### config.mk
export PLATFORM = sky130hd
export DESIGN_NAME = nem_ohmux_seldrv
export DESIGN_NICKNAME = d
export VERILOG_FILES = /design/src/rtl/nem_relay_pkg.sv /design/src/rtl/nem_relay_dwell.sv /design/src/rtl/nem_ohmux_seldrv.sv
export SDC_FILE = /design/constraint.sdc
export NUM_CORES = 1
export LEC_CHECK = 0
export CAP_MARGIN = 5
export CORE_MARGIN = 2
export CORE_UTILIZATION = 30
export CTS_CLUSTER_DIAMETER = 80
export DETAILED_ROUTE_END_ITERATION = 8
export GPL_TIMING_DRIVEN = 0
export PLACE_DENSITY = 0.54
export SYNTH_ARGS = -nofsm -noshare
export SYNTH_HDL_FRONTEND = slang
export SYNTH_HIERARCHICAL = 1
export SYNTH_SLANG_ARGS = --single-unit
### constraint.sdc
create_clock -name CP -period 3.3 [get_ports CP]
set_input_delay 0.99 -clock CP [delete_from_list [all_inputs] [get_ports CP]]
set_output_delay 0.99 -clock CP [all_outputs]
set_load 0.01 [all_outputs]
### src/rtl/nem_relay_pkg.sv
// Shared types and helpers for the NEM relay select driver.
// Holds the FSM state type, default dwell constants and the one-hot decoder.
package nem_relay_pkg;

    typedef enum logic [2:0] {
        ST_IDLE,
        ST_BREAK,
        ST_MAKE,
        ST_SAMPLE,
        ST_RESP
    } state_t;

    localparam int MAX_N       = 16;
    localparam int DEF_OFF_CYC = 2;
    localparam int DEF_ON_CYC  = 4;

    // Out-of-range selects decode to all-zero, which the driver uses as its error flag.
    function automatic logic [MAX_N-1:0] onehot(input int unsigned sel, input int unsigned n);
        logic [MAX_N-1:0] r;
        r = '0;
        for (int unsigned i = 0; i < MAX_N; i++) begin
            if ((sel == i) && (i < n)) begin
                r[i] = 1'b1;
            end
        end
        return r;
    endfunction

endpackage

### src/rtl/nem_relay_dwell.sv
// Loadable down-counter that times relay break and make dwells.
// Holds at zero instead of wrapping; zero flags the last cycle of a dwell.
module nem_relay_dwell #(
    parameter int CNTW = 8
) (
    input  logic            CP,
    input  logic            RSTN,
    input  logic            load,
    input  logic [CNTW-1:0] load_val,
    output logic            zero
);

    logic [CNTW-1:0] cnt_reg;

    always_ff @(posedge CP) begin
        if (!RSTN) begin
            cnt_reg <= '0;
        end else if (load) begin
            cnt_reg <= load_val;
        end else if (cnt_reg != '0) begin
            cnt_reg <= cnt_reg - 1'b1;
        end
    end

    assign zero = (cnt_reg == '0);

endmodule

### src/rtl/nem_ohmux_seldrv.sv
// Break-before-make select driver and reader for one inverting NEM one-hot mux column.
// Opens all relays, closes the requested one, waits for settle, then returns ~ZN_0.
module nem_ohmux_seldrv
    import nem_relay_pkg::*;
#(
    parameter int N_IN    = 4,
    parameter int SELW    = $clog2(N_IN),
    parameter int OFF_CYC = DEF_OFF_CYC,
    parameter int ON_CYC  = DEF_ON_CYC,
    parameter int CNTW    = 8
) (
    input  logic            CP,
    input  logic            RSTN,
    input  logic            REQ_VALID,
    output logic            REQ_READY,
    input  logic [SELW-1:0] REQ_SEL,
    output logic            RSP_VALID,
    input  logic            RSP_READY,
    output logic            RSP_DATA,
    output logic            RSP_ERR,
    output logic [N_IN-1:0] S,
    input  logic            ZN_0
);

    state_t            state_reg;
    logic [N_IN-1:0]   s_reg;
    logic              active_reg;
    logic [SELW-1:0]   active_sel_reg;
    logic [SELW-1:0]   sel_reg;
    logic              req_ready_reg;
    logic              rsp_valid_reg;
    logic              rsp_data_reg;
    logic              rsp_err_reg;

    logic              accept;
    logic              fast;
    logic              sel_bad;
    logic [MAX_N-1:0]  oh_full;
    logic              dwell_load;
    logic [CNTW-1:0]   dwell_val;
    logic              dwell_zero;

    always_comb begin
        accept     = (state_reg == ST_IDLE) && REQ_VALID && req_ready_reg;
        fast       = active_reg && (REQ_SEL == active_sel_reg);
        oh_full    = onehot(32'(sel_reg), N_IN);
        sel_bad    = ~|oh_full;
        dwell_load = (accept && !fast) ||
                     ((state_reg == ST_BREAK) && dwell_zero && !sel_bad);
        dwell_val  = (state_reg == ST_IDLE) ? CNTW'(OFF_CYC - 1) : CNTW'(ON_CYC - 1);
    end

    nem_relay_dwell #(
        .CNTW (CNTW)
    ) u_dwell (
        .CP       (CP),
        .RSTN     (RSTN),
        .load     (dwell_load),
        .load_val (dwell_val),
        .zero     (dwell_zero)
    );

    always_ff @(posedge CP) begin
        if (!RSTN) begin
            state_reg      <= ST_IDLE;
            s_reg          <= '0;
            active_reg     <= 1'b0;
            active_sel_reg <= '0;
            sel_reg        <= '0;
            req_ready_reg  <= 1'b0;
            rsp_valid_reg  <= 1'b0;
            rsp_data_reg   <= 1'b0;
            rsp_err_reg    <= 1'b0;
        end else begin
            case (state_reg)
                ST_IDLE: begin
                    req_ready_reg <= 1'b1;
                    if (accept) begin
                        sel_reg       <= REQ_SEL;
                        req_ready_reg <= 1'b0;
                        if (fast) begin
                            // Relay already closed on this input: skip straight to the read.
                            state_reg <= ST_SAMPLE;
                        end else begin
                            state_reg  <= ST_BREAK;
                            s_reg      <= '0;
                            active_reg <= 1'b0;
                        end
                    end
                end
                ST_BREAK: begin
                    if (dwell_zero) begin
                        if (sel_bad) begin
                            state_reg     <= ST_RESP;
                            rsp_valid_reg <= 1'b1;
                            rsp_err_reg   <= 1'b1;
                            rsp_data_reg  <= 1'b0;
                        end else begin
                            state_reg <= ST_MAKE;
                            s_reg     <= oh_full[N_IN-1:0];
                        end
                    end
                end
                ST_MAKE: begin
                    if (dwell_zero) begin
                        state_reg <= ST_SAMPLE;
                    end
                end
                ST_SAMPLE: begin
                    state_reg      <= ST_RESP;
                    rsp_valid_reg  <= 1'b1;
                    rsp_data_reg   <= ~ZN_0;
                    rsp_err_reg    <= 1'b0;
                    active_reg     <= 1'b1;
                    active_sel_reg <= sel_reg;
                end
                ST_RESP: begin
                    if (RSP_READY) begin
                        state_reg     <= ST_IDLE;
                        rsp_valid_reg <= 1'b0;
                        req_ready_reg <= 1'b1;
                    end
                end
                default: begin
                    state_reg <= ST_IDLE;
                    s_reg     <= '0;
                end
            endcase
        end
    end

    assign REQ_READY = req_ready_reg;
    assign RSP_VALID = rsp_valid_reg;
    assign RSP_DATA  = rsp_data_reg;
    assign RSP_ERR   = rsp_err_reg;
    assign S         = s_reg;

endmodule

Word level (Yosys, flattened, before mapping)
Cells that the tools add are included.
- register bits: 24
- latch bits: 0
- bits in writable memories: 0
- bits in read-only memories: 0
- input port bits: 7
- output and inout bits: 8
- logic and storage cells: 87
- memories: 0
- add/subtract/negate cells: 1
- multipliers: 0
- div/mod/pow operators: 0
- order comparisons: 0
- equal/unequal tests: 15
- shift operators: 0
- mux-type cells: 33
- bitwise logic cells: 2
- reductions and logical operators: 26
- operators by type and width (cell ; number):
    $mux 4 ; 4
    $mux 8 ; 2
    $mux 3 ; 5
    $pmux 3 s5 ; 1
    $ne 2x2->1 const B ; 7
    $mux 1 ; 13
    $pmux 4 s3 ; 1
    $logic_not 8->1 ; 1
    $pmux 1 s2 ; 4
    $reduce_and 4->1 ; 2
    $reduce_bool 2->1 ; 4
    $reduce_bool 8->1 ; 1
    $sub 8x1->8 const B ; 1
    $eq 3x2->1 const B ; 2
    $logic_and 1x1->1 ; 6
    $reduce_and 3->1 ; 2
    $reduce_and 5->1 ; 1
    $eq 2x2->1 const B ; 2
    $mux 2 ; 2
    $reduce_and 2->1 ; 2
    $reduce_or 4->1 ; 1
    $eq 3x1->1 const B ; 1
    $eq 3x3->1 const B ; 1
    $logic_not 3->1 ; 1
    9 further kinds ; 10

Depth between registers and ports, before layout
Gate-level depths: netlist (run 1).
- depth in word-level cells: 6
- depth in mapped cells: 10
- mapped depth without buffers: 9

By module
The synthesis (run 1) kept the hierarchy.
- by module, submodules not included (module ; times used ; cells an instance ; area each (um^2) ; seq. area each (um^2)):
    nem_ohmux_seldrv ; 1 ; 91 ; 784.5 ; 320.3
    nem_relay_dwell ; 1 ; 51 ; 457.9 ; 160.2

Worst setup path before layout (run 1)
OpenSTA, ideal clock, no wires.
- path kind: in2reg
- start point: input port REQ_SEL[1]
- end point: register u_dwell.cnt_reg[1]
- library setup time: 0.134 ns
- data arrival time: 2.324 ns
- required time: 3.166 ns
- setup slack: 0.842 ns
- stages: 7
- buffers on the path: 0
- cell sequence: xnor2_1 nand3_1 a21oi_1 nor3_1 inv_1 o21ai_0 a311oi_2
- longest elaborated chain between the ends: 6
- elaborated cells between the ends (all ways): 7
- classes of those cells: 1 x eq/ne; 1 x mux; 5 x reduce/logical
- ends and longest elaborated chain (what ; line ; source):
    start: declaration ; nem_ohmux_seldrv.sv:16 ; input logic [SELW-1:0] REQ_SEL,
    $eq 2x2->1 (*) ; nem_ohmux_seldrv.sv:45 ; fast = active_reg && (REQ_SEL == active_sel_reg);
    $logic_and 1x1->1 (*) ; nem_ohmux_seldrv.sv:45 ;
    $logic_not 1->1 (*) ; nem_ohmux_seldrv.sv:48 ; dwell_load = (accept && !fast) ||
    $logic_and 1x1->1 (*) ; nem_ohmux_seldrv.sv:48 ;
    $logic_or 1x1->1 (*) ; nem_ohmux_seldrv.sv:48 ;
    via dwell_load ; nem_ohmux_seldrv.sv:39 ; logic dwell_load;
    $mux 8 or $reduce_bool 2->1 (tied branches) ; - ;
    end signal: assignment ; nem_relay_dwell.sv:19 ; cnt_reg <= load_val;
    end signal: assignment ; nem_relay_dwell.sv:21 ; cnt_reg <= cnt_reg - 1'b1;
    end: declaration ; nem_relay_dwell.sv:13 ; logic [CNTW-1:0] cnt_reg;
Mark *: on every way through the listed nets, which the timed path passes. The rest lies on a longest branch.
A chain may end at the register's enable or synchronous reset.

Worst setup path in the final report (run 1)
Ends and elaborated chain as after synthesis.

==> qor.txt, run 1 <==
row count -> 23
max capacitance violation total -> 0
Worst-Skew Late Latency -> 0.27 ns
Critical Path Fanout Max -> 9
post-layout util -> 0.3838
die height -> 68.36 um
Post-Synthesis Cells -> 142
Via density -> 4.898
mean area per synthesized cell -> 8.750 um2
number of enable flip-flop cells after synthesis -> 0
r2r startpoint -> u_dwell/cnt_reg[3]$_SDFFE_PN0P_
die area -> 0.004672 mm2
gr busiest metal -> met2
nets@finish -> 174
total routed wirelength -> 2657 um
flop-to-flop setup slack -> 0.49 ns
first-pass GRT wire length -> 4436 um
R2R Path End -> u_dwell/cnt_reg[1]$_SDFFE_PN0P_
Post-synth ARST share -> 0
setup bufs post-CTS -> 0
GRT Total Usage -> 0.1281
top cells by area, synth -> dfxtp_1 39%, nand2_1 5.7%, mux2i_1 5.6%
total power -> 1.059 mW
share of cells above drive strength 1 -> 0.07273
Worst Reg-to-Reg Cells -> 9
number of setup violations in the final report -> 0
Initial Util -> 0.3106
hold_buf cts -> 0
most common cell in the synthesized netlist -> dfxtp_1
1st-iter DRT viols -> 48
synth-to-layout area growth -> 23.56%
met1 usage in global routing -> 0.1592
Worst VDD drop -> 0.3035 mV
HPWL Detailed -> 1944 um
pre-CTS setup slack -> -0.01951 ns
area leader, netlist -> dfxtp_1
crit path kind -> input port to register
status -> finished clean
cts repair resizes -> 0
slew margin rel. -> 0.4542
Initial DRT Pass Iterations -> 4
CTS Buf Count -> 3
synthesized cell area -> 0.001242 mm2
Synth top area share -> 0.3867
synth warn -> 6
top post-synthesis cells by count -> 24 x dfxtp_1, 19 x nand2_1, 9 x nand3_1, 9 x nor2_1
Min-Delay Path Depth -> 2
Power Density -> 689.7 mW/mm2
Hold Path Class -> register to register
vias in the first global route -> 1001
Yosys cell types -> 41
DR WL/cell -> 12.36 um
register clock-pin slew on the reported worst setup and hold paths -> 0.09 ns
CTS max path bufs -> 2
Startpoint Class -> input port
CTS tree -> built
Post-Place Cell Area -> 0.001464 mm2
P_leak -> 0.5919 nW
htree depth -> 1
# port buffers -> 14
Die Wd -> 68.36 um
met3 GRT Util -> 0.02961
Design Area, Final -> 0.001535 mm2
Hold Path Origin -> S[2]$_SDFFE_PN0P_
Final min period -> 3.051 ns
Primary FF master, synth -> dfxtp_1
Hold Path End -> S[2]$_SDFFE_PN0P_
Highest Clock Rate -> 327.8 MHz
Fin Clk Skew -> 0.006702 ns
final hold violation count -> 0
Placeable Area -> 0.004000 mm2
largest net degree at the start of global routing -> 15
vias -> 1053
CTS Root Buffer Type -> clkbuf_8
Largest register FFs -> 8
post-synthesis sequential area ratio -> 0.3867
RSZ-0062 raised after global routing -> no
CTS sink cnt -> 24
worst-margin pin slew -> 0.8125 ns
initial antenna violation count -> 0
Final WS setup -> 0.2491 ns
Worst EP arrival -> 3.19 ns
post-route antenna net violation count -> 0
DRC -> 0
# diodes -> 0
max-slew violation count -> 0
Overflow after GRT -> 0
Synth Register Bits -> 24
io pins -> 15
CP Capture Type -> register
GPL Wtd Cong -> 0.7058
final period utilization -> 0.9245
WP data required -> 3.44 ns
met2 usage -> 0.2160
[per-layer routing]
metal / vias up / share of wire
met5: - / 0
met4: 0 / 0.012
met3: 2 / 0.034
met2: 17 / 0.47
met1: 493 / 0.48
li1: 541 / -
[worst max-delay path by stage]
stage / from / endpoint / slack, ns / depth (start not counted)
detailed placement: REQ_SEL[1] / u_dwell/cnt_reg[1]$_SDFFE_PN0P_ / -0.02 / 8
finish: REQ_SEL[1] / u_dwell/cnt_reg[1]$_SDFFE_PN0P_ / 0.25 / 8
global placement: REQ_SEL[1] / u_dwell/cnt_reg[1]$_SDFFE_PN0P_ / 0.03 / 8
global route: REQ_VALID / u_dwell/cnt_reg[1]$_SDFFE_PN0P_ / 0.04 / 8
CTS: REQ_SEL[1] / u_dwell/cnt_reg[1]$_SDFFE_PN0P_ / 0.28 / 8
floorplan: REQ_SEL[1] / u_dwell/cnt_reg[1]$_SDFFE_PN0P_ / 0.84 / 7
[metrics by stage]
step	TNS (ns)	instances	hold WS, ns
after floorplan	0	147	0.4561
after global placement	0	211	0.4490
after detailed placement	-0.01951	211	0.4541
after CTS	0	215	0.4639
after global routing	0	215	0.5033
final	0	215	0.4605
[worst max-delay path, stage by stage]
cell and delay (ns):
clkdlybuf4s50_1 0.44, xnor2_1 0.17, nand3_1 0.21, a21oi_1 0.10, nor3_1 0.63, inv_1 0.33, o21ai_0 0.27, a311oi_2 0.05
[cells by family after synthesis]
family | after synthesis | share of synthesized area
buf+inv | 10 | 0.03725
other cells | 2 | 0.006045
xor+xnor | 6 | 0.04230
flops | 24 | 0.3867
compound gates | 28 | 0.1601
simple gates | 64 | 0.3011
fa+ha+maj | 1 | 0.01007
mux | 7 | 0.05640
[area by class of cell]
cell class / instances / area, um2
Tap cell: 50 / 62.56
Clock buffer: 3 / 41.29
Timing Repair Buffer: 14 / 140.1
Inverter: 4 / 15.01
Multi-Input combinational cell: 113 / 734.5
Sequential cell: 24 / 480.5
Clock inverter: 1 / 30.03
Buffer: 6 / 31.28
Fill cell: 386 / 2465
[placed cells by master, fill, tap and decap left out, types with 4 or more instances in the layout]
master / count
mux2i_1: 7
nand3_1: 9
xnor2_1: 5
nand2_1: 19
dfxtp_1: 24
conb_1: 7
nor2b_1: 4
nor2_1: 9
o31ai_1: 5
a21oi_1: 6
clkbuf_1: 4
clkdlybuf4s50_1: 14
o21ai_0: 7
inv_1: 4
[report_power, final]
group	internal, mW	switching (mW)	total, mW
clock network	0.162	0.0999	0.262
logic	0.191	0.212	0.403
registers	0.339	0.0548	0.394
No activity file was read; power rests on OpenSTA's default activity.
==> run 2: changes to the inputs <==
--- a/config.mk
+++ b/config.mk
@@ -10,7 +10,6 @@
 export CORE_UTILIZATION = 30
 export CTS_CLUSTER_DIAMETER = 80
 export DETAILED_ROUTE_END_ITERATION = 8
-export GPL_TIMING_DRIVEN = 0
 export PLACE_DENSITY = 0.54
 export SYNTH_ARGS = -nofsm -noshare
 export SYNTH_HDL_FRONTEND = slang
==> run 2 against run 1 <==
Register-to-register slack better by 0.52 ns. Critical path type unchanged. Clock power down 23%. Largest cell class unchanged. Non-clock buffer count down 3. Clock skew down 0.0051 ns. Core utilization down 0.63 points. Wire length down 3.6%.
==> qor.txt, run 2 (synthesis results as in run 1) <==
status -> finished clean
DRC -> 0 (unchanged)
post-route antenna net violation count -> 0 (unchanged)
Hold Path Class -> register to register
CTS max path bufs -> 2 (unchanged)
Power Density -> 658.0 mW/mm2 (-4.6%)
Placed Instances -> 208 (-1.4%)
Worst EP arrival -> 2.68 ns (-0.51 ns)
Startpoint Class -> input port
post-layout util -> 0.3775 (-0.006256)
final period utilization -> 0.7568 (-0.1677)
GRT Total Usage -> 0.1222 (-0.005924)
Worst VDD drop -> 0.2507 mV (-17%)
Largest register FFs -> 8 (unchanged)
flop-to-flop setup slack -> 1.01 ns (+0.52 ns)
Post-Place Cell Area -> 0.001455 mm2 (-0.60%)
synth-to-layout area growth -> 21.55%
WP data required -> 3.49 ns (+0.05 ns)
CTS Root Buffer Type -> clkbuf_8
setup bufs post-CTS -> 0 (unchanged)
Highest Clock Rate -> 400.4 MHz (+22%)
Die Wd -> 68.36 um (unchanged)
r2r startpoint -> u_dwell/cnt_reg[3]$_SDFFE_PN0P_
Initial DRT Pass Iterations -> 4 (unchanged)
share of cells above drive strength 1 -> 0.08025 (+0.007520)
initial antenna violation count -> 0 (unchanged)
Hold Path Origin -> S[2]$_SDFFE_PN0P_
Final min period -> 2.498 ns (-0.5533 ns)
Worst-Skew Late Latency -> 0.26 ns (about the same)
Final WS setup -> 0.8025 ns (+0.5533 ns)
Initial Util -> 0.3106 (unchanged)
smallest hold slack -> 0.4596 ns (-0.0008600 ns)
RSZ-0062 raised after global routing -> no
htree depth -> 1 (unchanged)
Design Area, Final -> 0.001510 mm2 (-1.6%)
Placeable Area -> 0.004000 mm2 (unchanged)
P_leak -> 0.5843 nW (-1.3%)
max capacitance violation total -> 0 (unchanged)
most frequent cells in the layout -> 24 x dfxtp_1, 19 x nand2_1, 14 x clkdlybuf4s50_1
HPWL Detailed -> 1967 um (+1.1%)
total routed wirelength -> 2561 um (-3.6%)
die area -> 0.004672 mm2 (unchanged)
1st-iter DRT viols -> 25 (-48%)
largest net degree at the start of global routing -> 16 (+1)
cts repair resizes -> 0 (unchanged)
first-pass GRT wire length -> 4243 um (-4.4%)
io pins -> 15 (unchanged)
CP Capture Type -> register
# port buffers -> 14 (unchanged)
post-route setup TNS -> 0 ns (unchanged)
register clock-pin slew on the reported worst setup and hold paths -> 0.08 ns (about the same)
fin cells -> 212 (-1.4%)
row count -> 23 (unchanged)
die height -> 68.36 um (unchanged)
max-slew violation count -> 0 (unchanged)
Critical Path Start -> REQ_SEL[1]
pre-CTS setup slack -> 0.4933 ns (+0.5128 ns)
CTS tree -> built
crit path kind -> input port to register
DR WL/cell -> 12.08 um (-2.2%)
Overflow after GRT -> 0 (unchanged)
nets@finish -> 171 (-1.7%)
total power -> 0.9937 mW (-6.1%)
commonest non-fill, non-tap cell in the layout -> dfxtp_1
CTS sink cnt -> 24 (unchanged)
CTS Buf Count -> 3 (unchanged)
vias in the first global route -> 940 (-6.1%)
# diodes -> 0 (unchanged)
hold_buf cts -> 0 (unchanged)
Fin Clk Skew -> 0.001601 ns (-0.005101 ns)
Via density -> 4.750 (-3.0%)
GPL Wtd Cong -> 0.7292 (+3.3%)
final hold violation count -> 0 (unchanged)
number of setup violations in the final report -> 0 (unchanged)
Critical Path Fanout Max -> 9 (unchanged)
vias -> 1007 (-4.4%)
[run 2: changes by cell type in the layout (fill, tap and decap cells not counted), sizes merged]
cell    change
clkbuf      -3
bufinv      -1
buf         +1
[run 2: path summary, 6_finish.rpt]
kind / cells after the start / endpoint
min: 2 / S[2]$_SDFFE_PN0P_
max: 8 / u_dwell/cnt_reg[3]$_SDFFE_PN0P_
min reg2reg: 2 / S[2]$_SDFFE_PN0P_
max reg2reg: 9 / u_dwell/cnt_reg[1]$_SDFFE_PN0P_
[run 2: final cells by class]
class	instances	area (um2)
Clock buffer	4	55.05
Multi-Input combinational cell	113	734.5
Inverter	4	15.01
Sequential cell	24	480.5
Tap cell	50	62.56
Timing Repair Buffer	17	162.7
Fill cell	413	2490
[run 2: worst max-delay path, cell delays in order]
cell and delay, ns:
clkdlybuf4s50_1 0.50, xnor2_1 0.15, nand3_1 0.19, a21oi_1 0.16, nor3_1 0.07, inv_1 0.23
nand2_1 0.16, o31ai_1 0.24
[run 2: layer usage]
layer,up-vias,track usage,wire length (um)
met1,460,0.1528,1274
li1,533,-,-
met3,2,0.02961,64
met5,-,0,0
met2,12,0.2063,1206
met4,0,0.03750,17
[run 2: power breakdown]
part / switching [mW] / total [mW] / leakage (nW) / internal [mW]
Combinational: 0.207 / 0.394 / 0.360 / 0.188
Clock: 0.0942 / 0.201 / 0.0288 / 0.107
Sequential: 0.0595 / 0.399 / 0.196 / 0.339
==> run 3: changes to the inputs <==
==> constraint.sdc (replaced) <==
create_clock -name CP -period 2.3 [get_ports CP]
set_input_delay 0.69 -clock CP [delete_from_list [all_inputs] [get_ports CP]]
set_output_delay 0.69 -clock CP [all_outputs]
set_load 0.01 [all_outputs]
==> run 3 against run 2 <==
Clock-buffer cell count fell by 1. First-iteration DRC count rose by 8.0%. Clock power rose by 88%. Largest cell class unchanged. Critical path type unchanged. Cell area rose by 3.4%. Final cell count rose by 1.9%. Non-clock buffer count rose by 4. Critical path depth did not move. Sequential cell count did not move. Global-route usage fell by 0.30 points. Die area did not move.
==> qor.txt, run 3 (synthesis results as in run 1) <==
initial antenna violation count -> 0 (unchanged)
row count -> 23 (unchanged)
first-pass GRT wire length -> 4222 um (-0.49%)
Initial Util -> 0.3106 (unchanged)
setup bufs post-CTS -> 0 (unchanged)
Post-Place Cell Area -> 0.001490 mm2 (+2.4%)
max-slew violation count -> 0 (unchanged)
final hold violation count -> 0 (unchanged)
io pins -> 15 (unchanged)
Power Density -> 972.8 mW/mm2 (+48%)
synth-to-layout area growth -> 25.68%
status -> finished clean
number of setup violations in the final report -> 0 (unchanged)
Largest register FFs -> 8 (unchanged)
GPL Wtd Cong -> 0.6886 (-5.6%)
die height -> 68.36 um (unchanged)
Critical Path Start -> REQ_SEL[0]
Hold Path Class -> register to register
P_leak -> 0.6131 nW (+4.9%)
CTS Buf Count -> 3 (unchanged)
Worst VDD drop -> 0.4028 mV (+61%)
crit path to -> u_dwell/cnt_reg[4]$_SDFFE_PN0P_
CP Capture Type -> register
CTS Root Buffer Type -> clkbuf_8
Worst EP arrival -> 2.28 ns (-0.40 ns)
crit path kind -> input port to register
R2R Path End -> u_dwell/cnt_reg[4]$_SDFFE_PN0P_
Hold Path Origin -> S[3]$_SDFFE_PN0P_
Overflow after GRT -> 0 (unchanged)
die area -> 0.004672 mm2 (unchanged)
fin cells -> 216 (+1.9%)
vias -> 1030 (+2.3%)
flop-to-flop setup slack -> 0.28 ns (-0.73 ns)
RSZ-0062 raised after global routing -> no
max capacitance violation total -> 0 (unchanged)
# diodes -> 0 (unchanged)
most frequent cells in the layout -> 24 x dfxtp_1, 19 x nand2_1, 14 x clkdlybuf4s50_1
largest net degree at the start of global routing -> 15 (-1)
Worst Reg-to-Reg Cells -> 9 (unchanged)
total routed wirelength -> 2487 um (-2.9%)
HPWL Detailed -> 1912 um (-2.8%)
Placed Instances -> 212 (+1.9%)
Highest Clock Rate -> 478.1 MHz
nets@finish -> 175 (+2.3%)
htree depth -> 1 (unchanged)
Placeable Area -> 0.004000 mm2 (unchanged)
vias in the first global route -> 992 (+5.5%)
DRC -> 0 (unchanged)
GRT Total Usage -> 0.1192 (-0.003008)
commonest non-fill, non-tap cell in the layout -> dfxtp_1
DR WL/cell -> 11.51 um (-4.7%)
1st-iter DRT viols -> 27 (+8.0%)
Fin Clk Skew -> 0.002348 ns (+0.0007469 ns)
post-layout util -> 0.3904 (+0.01282)
Worst-Skew Late Latency -> 0.27 ns (about the same)
final period utilization -> 0.9093
post-route antenna net violation count -> 0 (unchanged)
Startpoint Class -> input port
hold_buf cts -> 0 (unchanged)
CTS tree -> built
WP data required -> 2.49 ns (-1.00 ns)
Final min period -> 2.091 ns
CTS sink cnt -> 24 (unchanged)
FILL cells -> 402 (-2.7%)
Die Wd -> 68.36 um (unchanged)
Via density -> 4.769 (+0.39%)
share of cells above drive strength 1 -> 0.1084 (+0.02819)
Design Area, Final -> 0.001562 mm2 (+3.4%)
# port buffers -> 14 (unchanged)
CTS max path bufs -> 2 (unchanged)
cts repair resizes -> 0 (unchanged)
Critical Path Fanout Max -> 6 (-3)
Initial DRT Pass Iterations -> 4 (unchanged)
r2r startpoint -> u_dwell/cnt_reg[0]$_SDFFE_PN0P_
register clock-pin slew on the reported worst setup and hold paths -> 0.09 ns (about the same)
-- run 3: changes by cell type in the layout (fill, tap and decap cells not counted) --
cell / previous run / this run
buf_4: 3 / 7
bufinv_16: 0 / 1
clkbuf_8: 4 / 3
nor3_1: 3 / 2
nor3_2: 0 / 1
-- run 3: power by group --
| group | leakage, nW | switching, mW | internal [mW] | total [mW] |
|---|---|---|---|---|
| clock | 0.0357 | 0.144 | 0.233 | 0.377 |
| sequential | 0.196 | 0.0879 | 0.487 | 0.575 |
| combinational | 0.382 | 0.288 | 0.280 | 0.567 |
| total | 0.613 | 0.520 | 0.999 | 1.52 |
-- run 3: area by class of cell --
cell class	count	area [um2]	area share
Sequential cell	24	480.5	0.3077
Timing Repair Buffer	21	192.7	0.1234
Multi-Input combinational cell	113	739.5	0.4736
Clock inverter	1	30.03	0.01923
Tap cell	50	62.56	0.04006
Inverter	4	15.01	0.009615
Clock buffer	3	41.29	0.02644
-- run 3: worst min-delay path by stage --
stage	to	slack [ns]	cells after the start
2_1_floorplan	active_sel_reg[0]$_SDFFE_PN0N_	0.46	2
3_3_place_gp	S[3]$_SDFFE_PN0P_	0.45	2
3_5_place_dp	S[3]$_SDFFE_PN0P_	0.46	2
4_1_cts	S[3]$_SDFFE_PN0P_	0.47	2
5_1_grt	S[3]$_SDFFE_PN0P_	0.48	2
6_report	S[3]$_SDFFE_PN0P_	0.46	2
-- run 3: metal layers --
| layer | GRT usage | vias to the layer above | wire (um) |
|---|---|---|---|
| met2 | 0.2087 | 10 | 1224 |
| met4 | 0.03750 | 0 | 31 |
| met5 | 0 | - | 0 |
| li1 | - | 540 | - |
| met3 | 0.02467 | 5 | 59 |
| met1 | 0.1451 | 475 | 1171 |
-- run 3: worst max-delay path, stage by stage --
cell             delay [ns]
clkdlybuf4s50_1        0.43
xnor2_1                0.22
nand3_1                0.14
a21oi_1                0.18
nor3_2                 0.06
inv_1                  0.17
nand2_1                0.13
o31ai_1                0.25
-- run 3: stage by stage --
| stage | TNS (ns) | hold slack [ns] | power, mW | worst slack, ns |
|---|---|---|---|---|
| floorplan | 0 | 0.4561 | 1.027 | 0.1807 |
| global placement | -0.09936 | 0.4493 | 1.141 | -0.03021 |
| detailed placement | -0.1994 | 0.4602 | 1.158 | -0.07443 |
| CTS | 0 | 0.4734 | 1.537 | 0.2107 |
| global route | 0 | 0.4803 | 1.622 | 0.03921 |
| finish | 0 | 0.4634 | 1.519 | 0.2086 |
